**src/rtl/stage_fifo_reg.sv**
```systemverilog
// stage_fifo_reg: elastic pipeline-stage buffer between two CPU stages.
// DEPTH-entry circular buffer with valid/ready on both sides, a synchronous
// flush for redirects, an occupancy output and a saturating stall counter.
// Outputs are driven from registered state only (show-ahead head, no bypass).
module stage_fifo_reg #(
  parameter int unsigned WIDTH = 200,
  parameter int unsigned DEPTH = 2,
  parameter int unsigned CNT_W = 16
) (
  input  logic                       clk,
  input  logic                       reset,
  input  logic                       in_valid,
  output logic                       in_ready,
  input  logic [WIDTH-1:0]           in_data,
  output logic                       out_valid,
  input  logic                       out_ready,
  output logic [WIDTH-1:0]           out_data,
  input  logic                       flush,
  output logic [$clog2(DEPTH+1)-1:0] count,
  output logic [CNT_W-1:0]           stall_cnt
);

  localparam int unsigned CNT_BITS = $clog2(DEPTH + 1);
  localparam int unsigned PTR_W    = (DEPTH > 1) ? $clog2(DEPTH) : 1;
  localparam logic [PTR_W-1:0]    LAST_IDX = PTR_W'(DEPTH - 1);
  localparam logic [CNT_BITS-1:0] FULL_CNT = CNT_BITS'(DEPTH);

  // Reject out-of-range depths at elaboration time.
  if (DEPTH < 1 || DEPTH > 16) begin : g_depth_check
    $error("stage_fifo_reg: DEPTH must be in 1..16");
  end

  logic [WIDTH-1:0]    mem [DEPTH];
  logic [PTR_W-1:0]    wp;
  logic [PTR_W-1:0]    rp;
  logic [CNT_BITS-1:0] count_q;
  logic [CNT_W-1:0]    stall_q;
  logic                push;
  logic                pop;
  logic                empty;
  logic                full;

  // Explicit wrap at DEPTH-1 so non power-of-two depths index correctly.
  function automatic logic [PTR_W-1:0] ptr_inc(input logic [PTR_W-1:0] p);
    return (p == LAST_IDX) ? '0 : p + 1'b1;
  endfunction

  // Handshake qualifiers; flush masks both sides so nothing moves that cycle.
  always_comb begin
    empty     = (count_q == '0);
    full      = (count_q == FULL_CNT);
    in_ready  = ~full;
    out_valid = ~empty;
    push      = in_valid & ~full & ~flush;
    pop       = ~empty & out_ready & ~flush;
    count     = count_q;
    stall_cnt = stall_q;
  end

  // Show-ahead head; forced to zero while empty so stale entries never leak.
  always_comb begin
    out_data = '0;
    if (!empty) begin
      out_data = mem[rp];
    end
  end

  // Payload storage; not reset, validity is tracked by the pointers and count.
  always_ff @(posedge clk) begin
    if (push) begin
      mem[wp] <= in_data;
    end
  end

  // Pointer and occupancy update; flush has priority over any transfer.
  always_ff @(posedge clk or negedge reset) begin
    if (!reset) begin
      wp      <= '0;
      rp      <= '0;
      count_q <= '0;
    end else if (flush) begin
      wp      <= '0;
      rp      <= '0;
      count_q <= '0;
    end else begin
      if (push) begin
        wp <= ptr_inc(wp);
      end
      if (pop) begin
        rp <= ptr_inc(rp);
      end
      case ({push, pop})
        2'b10:   count_q <= count_q + 1'b1;
        2'b01:   count_q <= count_q - 1'b1;
        default: count_q <= count_q;
      endcase
    end
  end

  // Saturating count of cycles the upstream was blocked; survives flush.
  always_ff @(posedge clk or negedge reset) begin
    if (!reset) begin
      stall_q <= '0;
    end else if (in_valid && full && (stall_q != '1)) begin
      stall_q <= stall_q + 1'b1;
    end
  end

endmodule

```
**config.mk**
```make
export PLATFORM = sky130hd
export DESIGN_NAME = stage_fifo_reg
export DESIGN_NICKNAME = d
export VERILOG_FILES = /design/src/rtl/stage_fifo_reg.sv
export SDC_FILE = /design/constraint.sdc
export NUM_CORES = 1
export LEC_CHECK = 0
export BUFFER_PORTS_ARGS = -buffer_cell sky130_fd_sc_hd__buf_2
export CAP_MARGIN = 20
export CORE_ASPECT_RATIO = 1.4
export CORE_MARGIN = 5
export CORE_UTILIZATION = 39
export CTS_CLUSTER_SIZE = 10
export DETAILED_ROUTE_END_ITERATION = 7
export GPL_TIMING_DRIVEN = 1
export HOLD_SLACK_MARGIN = 0.12
export PLACE_DENSITY = 0.68
export SETUP_SLACK_MARGIN = 0.3
export SYNTH_ARGS = -nofsm -noshare
export SYNTH_HDL_FRONTEND = slang
export SYNTH_SLANG_ARGS = --single-unit
```
**constraint.sdc**
```tcl
create_clock -name clk -period 47.8 [get_ports clk]
set_clock_uncertainty 0.15 [all_clocks]
set_input_delay 9.56 -clock clk [delete_from_list [all_inputs] [get_ports clk]]
set_output_delay 9.56 -clock clk [all_outputs]
set_load 0.005 [all_outputs]
```
## Yosys cells after proc, flatten, opt, wreduce, memory -nomap -nowiden

Memories as Yosys holds them, arrays and structs flattened.
Cells that the tools add are included.

- Register bits after elaboration: 20
- RAM bits: 400
- Input port bits: 205
- Output and inout port bits: 220
- Logic and storage cells: 38
- Memories kept: 1

Memories:

| memory | words | bits a word | rd ports | clocked after Yosys merged registers in | write ports | RTL line | source |
|---|---|---|---|---|---|---|---|
| mem | 2 | 200 | 1 | 0 | 1 | 33 | `logic [WIDTH-1:0] mem [DEPTH];` |

- $add $sub $neg: 5
- Equality and inequality tests: 4
- Muxes and demuxes: 11
- Bitwise logic cells: 7
- Reductions and logical operators: 6

Operators by type and width:

| operator | count |
|---|---|
| two-way mux 200 bit | 1 |
| adder 16 x 1 -> 16 bit (second input constant) | 1 |
| != test 16 bit (second input constant) | 1 |
| two-way mux 1 bit | 8 |
| bitwise AND 1 bit | 4 |
| == test 2 bit (second input constant) | 2 |
| one-hot mux 2 bit (2 select lines) | 1 |
| nonzero test 2 bit | 2 |
| NOT 1 bit | 3 |
| nonzero test 3 bit | 1 |
| adder 1 bit (second input constant) | 2 |
| adder 2 x 1 -> 2 bit (second input constant) | 1 |
| == test 2 x 1 -> 1 bit (second input constant) | 1 |
| logical AND 1 bit | 2 |
| logical NOT 2 bit | 1 |
| two-way mux 2 bit | 1 |
| subtractor 2 x 1 -> 2 bit (second input constant) | 1 |

## Longest topological paths before layout

Gate-level depths: netlist of the first run.

- Word-level depth: 7
- Mapped depth: 6
- Depth with buffers taken out: 5

## Worst setup path after synthesis of the first run

No wires, ideal clock.

- Kind: input to register
- From: input port in_valid
- To: memory mem[1][0] (enable)
- Setup time: 1.045 ns
- Arrival time: 24.084 ns
- Required time: 46.605 ns
- Slack: 22.521 ns
- Stages on the path: 2
- Buffers on the path: 0
- Path through: nand2_1 > nor3b_1

- Longest elaborated chain between the ends: 4

Ends and longest elaborated chain:

| item | RTL line | source |
|---|---|---|
| start, declared | 12 | `input logic in_valid,` |
| bitwise AND 1 bit (2 in a row) | 54 | `push = in_valid & ~full & ~flush;` |
| two-way mux 1 bit | 70 | `if (push) begin` |
| two-way mux 1 bit (not written as such) | 71 | `mem[wp] <= in_data;` |
| end, declared | 33 |  |

No other way between the ends.

## Worst setup path in the final report of the first run

- From: register rp
- To: output port out_data[189]

- Longest elaborated chain between the ends: 2

Ends and longest elaborated chain:

| item | RTL line | source |
|---|---|---|
| start, declared | 35 | `logic [PTR_W-1:0] rp;` |
| start signal, assigned | 90 | `rp <= ptr_inc(rp);` |
| memory (2 x 200 bit) | -- |  |
| two-way mux 200 bit | 63 | `if (!empty) begin` |
| end, declared | 17 | `output logic [WIDTH-1:0] out_data,` |

No other way between the ends.

==> results of run 1 <==
-- worst max-delay path: stages (launching register included) --
cell	delay (ns)
dfrtp_4	0.86
buf_4	0.83
buf_4	0.93
mux2i_1	0.29
nor2_1	0.09
buf_2	0.17
-- flip-flops by register name, summed over array words and instances, names as in the netlist --
register,cells
wp,1
rp,1
mem,400
stall_cnt,16
count,2
-- cell families after synthesis --
kind of cell               after synthesis  share of synthesized area (%)
adders and majority gates                1                         0.0782
muxes                                  202                           12.6
buffers and inverters                   48                           1.37
AOI/OAI and AO/OA                        3                          0.117
xor gates and xnor gates                17                          0.931
DFF                                    420                           78.2
and+or+nand+nor                        250                           6.65
-- synth_stat cells, types with 2 or more instances --
library cell  instances
nand3_1               4
clkbuf_1             26
mux2i_1             201
nand3b_1              2
xnor2_1               4
nand2_1               8
nor3_1                5
nor4_1                3
nand2b_1              2
buf_6                 2
xor2_1               13
nor4_2                2
nand4_1               6
buf_2                19
nor3b_1               3
dfrtp_1              20
nor2_1              208
edfxtp_1            400
-- how the worst max path moves through the flow --
stage / start / to / slack [ns] / depth (start not counted)
after floorplan: in_valid / mem[1][0]$_DFFE_PP_ / 22.52 / 2
after global placement: rp$_DFFE_PN0P_ / out_data[193] / 34.82 / 5
after detailed placement: rp$_DFFE_PN0P_ / out_data[193] / 34.81 / 5
after CTS: rp$_DFFE_PN0P_ / out_data[74] / 34.20 / 5
after global routing: rp$_DFFE_PN0P_ / out_data[66] / 34.02 / 5
final: rp$_DFFE_PN0P_ / out_data[189] / 34.26 / 5
-- per-layer routing --
metal  part of all wire [%]  GRT usage (%)  vias to the layer above
li1                       -              -                     4391
met1                     36           17.2                     4547
met2                     52           27.7                      329
met3                    6.9           4.81                      102
met4                    4.5           8.30                        6
met5                  0.092              0                        -
-- power by group --
| part | switching, W | internal, W | leakage (nW) |
|---|---|---|---|
| registers | 0.00000590 | 0.000421 | 3.94 |
| clock network | 0.000127 | 0.000190 | 0.644 |
| logic | 0.0000436 | 0.0000319 | 3.08 |
| total | 0.000177 | 0.000643 | 7.67 |
-- per-stage QoR --
| stage | instances | total power, W | hold slack (ns) | area [µm²] | util [%] |
|---|---|---|---|---|---|
| 2_1_floorplan | 941 | 0.000480 | 0.334 | 16000 | - |
| 3_3_place_gp | 1865 | 0.000510 | 0.353 | 18700 | 46.3 |
| 3_5_place_dp | 1865 | 0.000512 | 0.371 | 18700 | 46.3 |
| 4_1_cts | 1935 | 0.000833 | 0.378 | 20000 | 49.6 |
| 5_1_grt | 1951 | 0.000858 | 0.400 | 20100 | 49.7 |
| 6_report | 1953 | 0.000820 | 0.369 | 20100 | 49.7 |
-- area by class of cell --
| class | instances | share of cell area [%] |
|---|---|---|
| flip-flops and latches | 420 | 62.3 |
| repair buffers | 438 | 11.1 |
| well taps | 534 | 3.33 |
| diodes | 17 | 0.212 |
| clock buffers | 68 | 6.46 |
| multi-input cells | 473 | 16.4 |
| clock inverters | 2 | 0.174 |
| inverters | 1 | 0.0187 |
==> flow_metrics.py, run 1 <==
metrics = {
    "setup_path": {
        "reg2reg_depth": 5,
        "crit_fanout": 60,
        "crit_path_start_kind": "flop",
        "r2r_slack_ns": 44.97,
        "path_class": "flop to output port",
        "reg2reg_from": "count[0]$_DFFE_PN0P_",
        "crit_required_ns": 38.09,
        "cp.arrival_ns": 3.83,
        "rr_endpoint": "mem[0][99]$_DFFE_PP_",
        "worstSetupEndpointType": "output port",
    },
    "synthesis": {
        "async_flop_share_pct": 4.76,
        "yosys-top-cells-area": "edfxtp_1 (75%), mux2i_1 (13%), nor2_1 (4.9%), dfrtp_1 (3.1%), xor2_1 (0.71%)",
        "synthCells": 941,
        "ys_types": 31,
        "synth_nets": 1147,
        "synth_area_leader_cell": "edfxtp_1",
        "syn_avg_cell_area_um2": 17.0,
        "netlist_area_mm2": 0.0160,
        "ys_ff_latch": 420,
        "synth_top_area_share_pct": 75.1,
        "synth_edf_count": 400,
        "yosys_warnings": 0,
        "yosysSeqAreaShare_pct": 78.2,
        "ys.flop_type": "edfxtp_1",
    },
    "global_routing": {
        "antenna_found_initial": 19,
        "grt_start_max_net_pins": 146,
        "grt_pass1_wl_um": 56400,
        "grt_util_all_layers_pct": 15.8,
        "grt_pass1_vias": 10030,
        "grt_overflow": 0,
    },
    "layout": {
        "multiInputGateArea_mm2": 0.00328,
        "finalNetCount": 1588,
        "fill_cells": 3462,
        "drive_above_1_share_pct": 35.7,
        "layout_common_cells": "buf_2 (424), edfxtp_1 (400), nor2_1 (207)",
        "syn_to_final_growth_pct": 25.6,
        "regArea_mm2": 0.0125,
        "final_common_cell": "buf_2",
    },
    "timing": {
        "fin_tns_setup_ns": 0,
        "hold_violations": 0,
        "finalWorstSetupSlack_ns": 34.26,
        "fin_crit_sh_pct": 28.3,
        "relSlewSlack_pct": 31.3,
        "max_freq_mhz": 73.9,
        "grt_setup_unrepaired": "no",
        "setup_viol": 0,
        "fin_crit_ns": 13.54,
        "worstMarginPinSlew_ns": 1.03,
        "drv_slew": 0,
    },
    "clocking": {
        "root_buffer": "clkbuf_16",
        "clock_path_buffers": 3,
        "cts_resized": 0,
        "cts_tree": "yes",
        "cts_hold_buf": 0,
        "cts_buffers": 48,
        "post-cts-setup-buffers": 0,
        "cts_sinks": 420,
        "h-tree-depth": 2,
        "clkTransAtPathRegs_ns": 0.05,
        "clock_latency_ns": 0.53,
    },
    "drt": {
        "initialDrtViolationCount": 420,
        "vias_per_cell": 4.80,
        "vias": 9375,
        "dr.pass1.iters": 5,
        "postRouteAntennaNets": 0,
        "wirelength_um": 37100,
        "wire_per_inst_um": 19.0,
        "drcViolationCount": 0,
    },
    "floorplanning": {
        "core_area_mm2": 0.0404,
        "num_io_pins": 425,
        "rows": 87,
        "start_util_pct": 39.6,
        "die_y_um": 250,
        "dieArea_mm2": 0.0452,
        "die_w_um": 181,
    },
    "placement": {
        "dp_hpwl_um": 25000,
        "portBuffers": 424,
        "post-place-ws_ns": 34.81,
        "gp_congestion": 0.802,
    },
    "min_path": {
        "hold_path_end": "stall_cnt[15]$_DFFE_PN0P_",
        "hp-class": "flop to flop",
        "hp-start": "stall_cnt[15]$_DFFE_PN0P_",
        "whs_path_depth": 1,
    },
    "flow_run": {
        "maxCapViolations": 0,
    },
    "power_and_ir_drop": {
        "vdd_ir_drop_max_mv": 0.0425,
        "p_leak_nw": 7.67,
        "power_density_mw_per_mm2": 40.8,
    },
    "run_status": {
        "status": "finished, final reports clean",
    },
}
(Power assumes the default switching activity.)
==> inputs of run 2 (changes only) <==
--- a/config.mk
+++ b/config.mk
@@ -14,7 +14,7 @@
 export DETAILED_ROUTE_END_ITERATION = 7
 export GPL_TIMING_DRIVEN = 1
 export HOLD_SLACK_MARGIN = 0.12
-export PLACE_DENSITY = 0.68
+export PLACE_DENSITY = 0.7
 export SETUP_SLACK_MARGIN = 0.3
 export SYNTH_ARGS = -nofsm -noshare
 export SYNTH_HDL_FRONTEND = slang
==> constraint.sdc (replaced) <==
create_clock -name clk -period 11.45 [get_ports clk]
set_clock_uncertainty 0.15 [all_clocks]
set_input_delay 2.29 -clock clk [delete_from_list [all_inputs] [get_ports clk]]
set_output_delay 2.29 -clock clk [all_outputs]
set_load 0.005 [all_outputs]
==> run 2 against run 1 <==
Against the previous run:
- clock power rose to 4.2 times the previous value
- clock-buffer cell count fell by 1
- first-iteration DRC count rose by 29%
- sequential share of layout area barely moved
- sequential power rose to 4.2 times the previous value
- routed wire length fell by 1.4%
- worst hold slack improved by 0.0019 ns
- combinational power rose to 4.2 times the previous value
- final cell count fell by 0.15%
==> flow_metrics.py, run 2 (synthesized netlist as in run 1, its figures left out) <==
metrics = {
    "global_routing": {
        "grt_pass1_vias": 9806,
        "antenna_found_initial": 22,
        "top_usage_layer": "met2",
        "grt_pass1_wl_um": 54600,
        "grt_start_max_net_pins": 114,
        "use_met1_pct": 16.7,
        "grt_util_all_layers_pct": 15.3,
        "grt_overflow": 0,
        "grt_use_met2_pct": 27.1,
        "use_met3_pct": 4.69,
    },
    "layout": {
        "final_common_cell": "buf_2",
        "fill_cells": 3437,
        "final_area_mm2": 0.0201,
        "largest_reg_flops": 400,
        "multiInputGateArea_mm2": 0.00330,
        "regArea_mm2": 0.0125,
        "drive_above_1_share_pct": 35.8,
        "regMostFlops": "mem",
        "layout_common_cells": "buf_2 (424), edfxtp_1 (400), nor2_1 (207)",
        "syn_to_final_growth_pct": 25.5,
        "finalNetCount": 1585,
    },
    "setup_path": {
        "critical-path-max-stage-delay_ns": 0.84,
        "cp.arrival_ns": 2.88,
        "worstSetupEndpointType": "output port",
        "crit_path_start_kind": "flop",
        "cp_slowest_cell": "buf_4",
        "rr_endpoint": "mem[1][87]$_DFFE_PP_",
        "crit_path_cell_trace": "nor2_4, buf_4, nor2_1, buf_2",
        "crit_fanout": 92,
        "crit_required_ns": 9.01,
        "path_class": "flop to output port",
        "reg2reg_depth": 5,
        "r2r_slack_ns": 7.87,
        "reg2reg_from": "count[0]$_DFFE_PN0P_",
    },
    "power_and_ir_drop": {
        "p_total_w": 0.00342,
        "vdd_ir_drop_max_mv": 0.112,
        "p_leak_nw": 7.66,
        "power_density_mw_per_mm2": 170,
    },
    "floorplanning": {
        "num_io_pins": 425,
        "rows": 87,
        "dieArea_mm2": 0.0452,
        "core_area_mm2": 0.0404,
        "die_w_um": 181,
        "die_y_um": 250,
        "start_util_pct": 39.6,
    },
    "flow_run": {
        "maxCapViolations": 0,
    },
    "min_path": {
        "hp-class": "flop to flop",
        "whs_path_depth": 1,
        "hp-start": "stall_cnt[15]$_DFFE_PN0P_",
        "hold_path_end": "stall_cnt[15]$_DFFE_PN0P_",
    },
    "timing": {
        "relSlewSlack_pct": 27.4,
        "finalWorstSetupSlack_ns": 6.13,
        "drv_slew": 0,
        "fin_crit_ns": 5.32,
        "grt_setup_unrepaired": "no",
        "fin_crit_sh_pct": 46.4,
        "hold_violations": 0,
        "fin_tns_setup_ns": 0,
        "setup_viol": 0,
        "max_freq_mhz": 188,
        "worstMarginPinSlew_ns": 1.09,
    },
    "drt": {
        "vias_per_cell": 4.77,
        "vias": 9296,
        "initialDrtViolationCount": 540,
        "dr.pass1.iters": 5,
        "drcViolationCount": 0,
        "wirelength_um": 36500,
        "wire_per_inst_um": 18.7,
        "postRouteAntennaNets": 0,
    },
    "clocking": {
        "clkTransAtPathRegs_ns": 0.05,
        "post-cts-setup-buffers": 0,
        "clock_path_buffers": 3,
        "clock_latency_ns": 0.54,
        "cts_sinks": 420,
        "cts_resized": 0,
        "cts_buffers": 48,
        "root_buffer": "clkbuf_16",
        "cts_hold_buf": 0,
        "cts_tree": "yes",
        "h-tree-depth": 2,
    },
    "placement": {
        "gp_congestion": 0.802,
        "dp_hpwl_um": 24500,
        "placed_area_mm2": 0.0187,
        "portBuffers": 424,
        "post-place-ws_ns": 6.02,
    },
    "run_status": {
        "status": "finished, final reports clean",
    },
}
==> run 2: per-stage QoR <==
stage	std cells	hold WS, ns	util (%)
6_report	1950	0.371	49.7
5_1_grt	1949	0.397	49.7
4_1_cts	1934	0.367	49.6
3_5_place_dp	1863	0.357	46.3
3_3_place_gp	1863	0.343	46.3
2_1_floorplan	941	0.334	-
==> run 2: area by class of cell <==
class / count / share of cell area, %
Clock buffer: 67 / 6.50
Multi-Input combinational cell: 473 / 16.4
Antenna cell: 16 / 0.199
Tap cell: 534 / 3.33
Clock inverter: 4 / 0.137
Inverter: 1 / 0.0187
Sequential cell: 420 / 62.4
Timing Repair Buffer: 435 / 11.0
==> run 2: worst max path at each step <==
stage | slack [ns] | from | end
after floorplan | 0.52 | in_valid | mem[1][0]$_DFFE_PP_
after global placement | 6.14 | in_valid | mem[1][88]$_DFFE_PP_
after detailed placement | 6.02 | in_valid | mem[1][84]$_DFFE_PP_
after CTS | 6.10 | count[1]$_DFFE_PN0P_ | out_data[111]
after global routing | 5.95 | count[1]$_DFFE_PN0P_ | out_data[172]
final | 6.13 | count[1]$_DFFE_PN0P_ | out_data[111]
==> run 2: critical path: cells and delay by family (launching register included) <==
| kind | cells | cell delay (ns) |
|---|---|---|
| buffers and inverters | 2 | 1.03 |
| AND/OR/NAND/NOR | 2 | 0.73 |
| flip-flops | 1 | 0.47 |
==> run 2: power breakdown <==
| part | internal [W] | switching (W) | leakage, nW |
|---|---|---|---|
| combinational | 0.000133 | 0.000183 | 3.07 |
| sequential | 0.00176 | 0.0000235 | 3.94 |
| clock | 0.000780 | 0.000542 | 0.648 |
==> run 2: metal layers <==
metal | vias up | share of wire (%)
met5 | - | 0.079
met4 | 6 | 3.6
met3 | 85 | 7.6
met2 | 337 | 53
met1 | 4486 | 36
li1 | 4382 | -
==> inputs of run 3 (changes only) <==
--- a/config.mk
+++ b/config.mk
@@ -5,6 +5,7 @@
 export SDC_FILE = /design/constraint.sdc
 export NUM_CORES = 1
 export LEC_CHECK = 0
+export ABC_AREA = 1
 export BUFFER_PORTS_ARGS = -buffer_cell sky130_fd_sc_hd__buf_2
 export CAP_MARGIN = 20
 export CORE_ASPECT_RATIO = 1.4
==> constraint.sdc (replaced) <==
create_clock -name clk -period 4.65 [get_ports clk]
set_clock_uncertainty 0.15 [all_clocks]
set_input_delay 0.93 -clock clk [delete_from_list [all_inputs] [get_ports clk]]
set_output_delay 0.93 -clock clk [all_outputs]
set_load 0.005 [all_outputs]
==> run 3 against run 2 <==
Against the previous run:
- flip-flop and latch count is the same
- final cell count grew 15%
- register-to-register slack lost 5.5 ns
- synthesized cell count grew 33%
- clock power grew 140%
- worst setup slack lost 5.2 ns
- clock-buffer cell count shrank 10
- worst hold slack lost 0.17 ns
- die area grew 0.74%
- sequential share of layout area shrank 0.48 points
- combinational power grew to 10 times the previous value
- area after synthesis grew 0.77%
- critical path type unchanged
- critical endpoint is now out_data[56]
- largest cell class unchanged
==> flow_metrics.py, run 3 <==
metrics = {
    "run_status": {
        "status": "finished, final reports clean",
    },
    "timing": {
        "relSlewSlack_pct": 41.0,
        "whs_ns": 0.203,
        "hold_violations": 0,
        "drv_slew": 0,
        "grt_setup_unrepaired": "no",
        "fin_crit_sh_pct": 79.3,
        "max_freq_mhz": 271,
        "fin_crit_ns": 3.69,
        "fin_tns_setup_ns": 0,
        "setup_viol": 0,
        "worstMarginPinSlew_ns": 0.884,
    },
    "global_routing": {
        "grt_pass1_wl_um": 62300,
        "grt_overflow": 0,
        "grt_util_all_layers_pct": 17.3,
        "grt_start_max_net_pins": 119,
        "grt_pass1_vias": 11294,
        "antenna_found_initial": 13,
    },
    "floorplanning": {
        "die_w_um": 182,
        "start_util_pct": 39.3,
        "rows": 88,
        "dieArea_mm2": 0.0456,
        "core_area_mm2": 0.0411,
        "die_y_um": 251,
        "num_io_pins": 425,
    },
    "setup_path": {
        "critPathTopFamily": "buffers and inverters",
        "crit_required_ns": 3.57,
        "critical-path-max-stage-delay_ns": 0.61,
        "crit_path_cell_trace": "inv_6, buf_4, nand2_1, a21oi_1, buf_2",
        "cp_slowest_cell": "dfrtp_4",
        "path_class": "flop to output port",
        "worst-path-buf-inv": 3,
        "cp.arrival_ns": 2.61,
        "crit_fanout": 72,
        "worstSetupEndpointType": "output port",
        "crit_path_start_kind": "flop",
    },
    "synthesis": {
        "yosys-top-cells-area": "edfxtp_1 (75%), nand2_1 (11%), a21oi_1 (6.2%), dfrtp_1 (3.1%), buf_2 (1.9%)",
        "ys_ff_latch": 420,
        "synth_edf_count": 400,
        "ys_types": 25,
        "synthCells": 1248,
        "netlist_area_mm2": 0.0161,
        "synthTopCellsByCount": "nand2_1 (470), edfxtp_1 (400), a21oi_1 (201), buf_2 (61), inv_1 (21)",
        "async_flop_share_pct": 4.76,
        "syn_avg_cell_area_um2": 12.9,
        "synth_top_area_share_pct": 74.5,
        "synth_nets": 1454,
        "ys.flop_type": "edfxtp_1",
        "synth_area_leader_cell": "edfxtp_1",
        "post-synth-top-count-cell": "nand2_1",
        "yosysSeqAreaShare_pct": 77.6,
        "yosys_warnings": 0,
    },
    "drt": {
        "vias_per_cell": 4.91,
        "initialDrtViolationCount": 598,
        "postRouteAntennaNets": 0,
        "dr.pass1.iters": 5,
        "wirelength_um": 41200,
        "vias": 10971,
        "wire_per_inst_um": 18.4,
        "drcViolationCount": 0,
    },
    "clocking": {
        "clock_latency_ns": 0.53,
        "h-tree-depth": 2,
        "cts_buffers": 48,
        "post-cts-setup-buffers": 0,
        "clock_path_buffers": 3,
        "cts_sinks": 420,
        "cts_resized": 0,
        "root_buffer": "clkbuf_16",
        "cts_tree": "yes",
        "cts_hold_buf": 0,
        "clkTransAtPathRegs_ns": 0.06,
    },
    "placement": {
        "dp_hpwl_um": 27300,
        "portBuffers": 424,
        "gp_congestion": 0.847,
    },
    "power_and_ir_drop": {
        "power_density_mw_per_mm2": 551,
        "vdd_ir_drop_max_mv": 0.464,
        "p_leak_nw": 8.13,
    },
    "min_path": {
        "hp-class": "primary input to asynchronous set/reset pin",
    },
    "layout": {
        "regArea_mm2": 0.0125,
        "final_common_cell": "nand2_1",
        "regMostFlops": "mem",
        "multiInputGateArea_mm2": 0.00321,
        "drive_above_1_share_pct": 31.1,
        "finalNetCount": 1881,
        "layout_common_cells": "nand2_1 (469), buf_2 (424), edfxtp_1 (400)",
        "syn_to_final_growth_pct": 25.5,
        "fill_cells": 3593,
        "largest_reg_flops": 400,
    },
    "flow_run": {
        "maxCapViolations": 0,
    },
}
[run 3: power breakdown]
part           internal (W)  switching, W  leakage (nW)
Sequential          0.00455      0.000152          3.93
Clock               0.00190       0.00133         0.633
Combinational       0.00113       0.00208          3.57
Total               0.00758       0.00356          8.13
[run 3: kinds of logic (layout without fill, tap and decap cells)]
group / Yosys count / in the layout / synth area share, %
flip-flops: 420 / 420 / 77.6
XOR/XNOR: 8 / 8 / 0.435
AO/OA/AOI/OAI: 211 / 211 / 6.67
adder cells (fa/ha/maj): 1 / 1 / 0.0776
other: 0 / 7 / 0
buffers and inverters: 91 / 530 / 2.69
AND/OR/NAND/NOR: 517 / 517 / 12.5
[run 3: final cells by class]
type,instances,share of cell area [%]
multi-input cells,737,15.9
flip-flops and latches,420,61.9
repair buffers,445,11.9
diodes,7,0.0866
clock inverters,5,0.315
inverters,23,0.470
clock buffers,57,6.10
well taps,540,3.34
[run 3: per-layer routing]
layer | up-vias | share of wire, % | wire (µm) | global-route usage (%)
met1 | 5267 | 36 | 14700 | 19.0
li1 | 5182 | - | - | -
met2 | 423 | 53 | 21700 | 31.1
met5 | - | 0.14 | 57 | 0
met3 | 89 | 8.1 | 3340 | 5.10
met4 | 10 | 3.5 | 1430 | 6.97
[run 3: per-stage QoR]
step / utilization [%] / setup slack [ns] / power [W] / std cells / cell area, µm²
after floorplan: - / -1.68 / 0.00647 / 1248 / 16200
after CTS: 49.2 / 0.920 / 0.0113 / 2226 / 20200
after global routing: 49.3 / 0.814 / 0.0118 / 2233 / 20200
final: 49.3 / 0.965 / 0.0111 / 2234 / 20200
after global placement: 46.0 / 1.46 / 0.00798 / 2164 / 18900
after detailed placement: 46.0 / 1.45 / 0.00803 / 2164 / 18900
[run 3: path summary, 6_finish.rpt]
| kind | from | endpoint | slack (ns) | cells past startpoint |
|---|---|---|---|---|
| min in group clk | in_data[167] | mem[0][167]$_DFFE_PP_ | 0.41 | 1 |
| min reg2reg | stall_cnt[15]$_DFFE_PN0P_ | stall_cnt[15]$_DFFE_PN0P_ | 0.42 | 2 |
| max | rp$_DFFE_PN0P_ | out_data[56] | 0.96 | 5 |
| max reg2reg | count[0]$_DFFE_PN0P_ | mem[1][140]$_DFFE_PP_ | 2.38 | 5 |
| min | reset | stall_cnt[15]$_DFFE_PN0P_ | 0.20 | 1 |
| max in group asynchronous | reset | rp$_DFFE_PN0P_ | 3.77 | 1 |
[run 3: worst register-to-register path, stage by stage (launching register included)]
cell	delay, ns
dfrtp_1	0.47
inv_2	0.07
nand2_2	0.15
nand2_8	0.08
nor3_4	0.29
buf_12	0.45
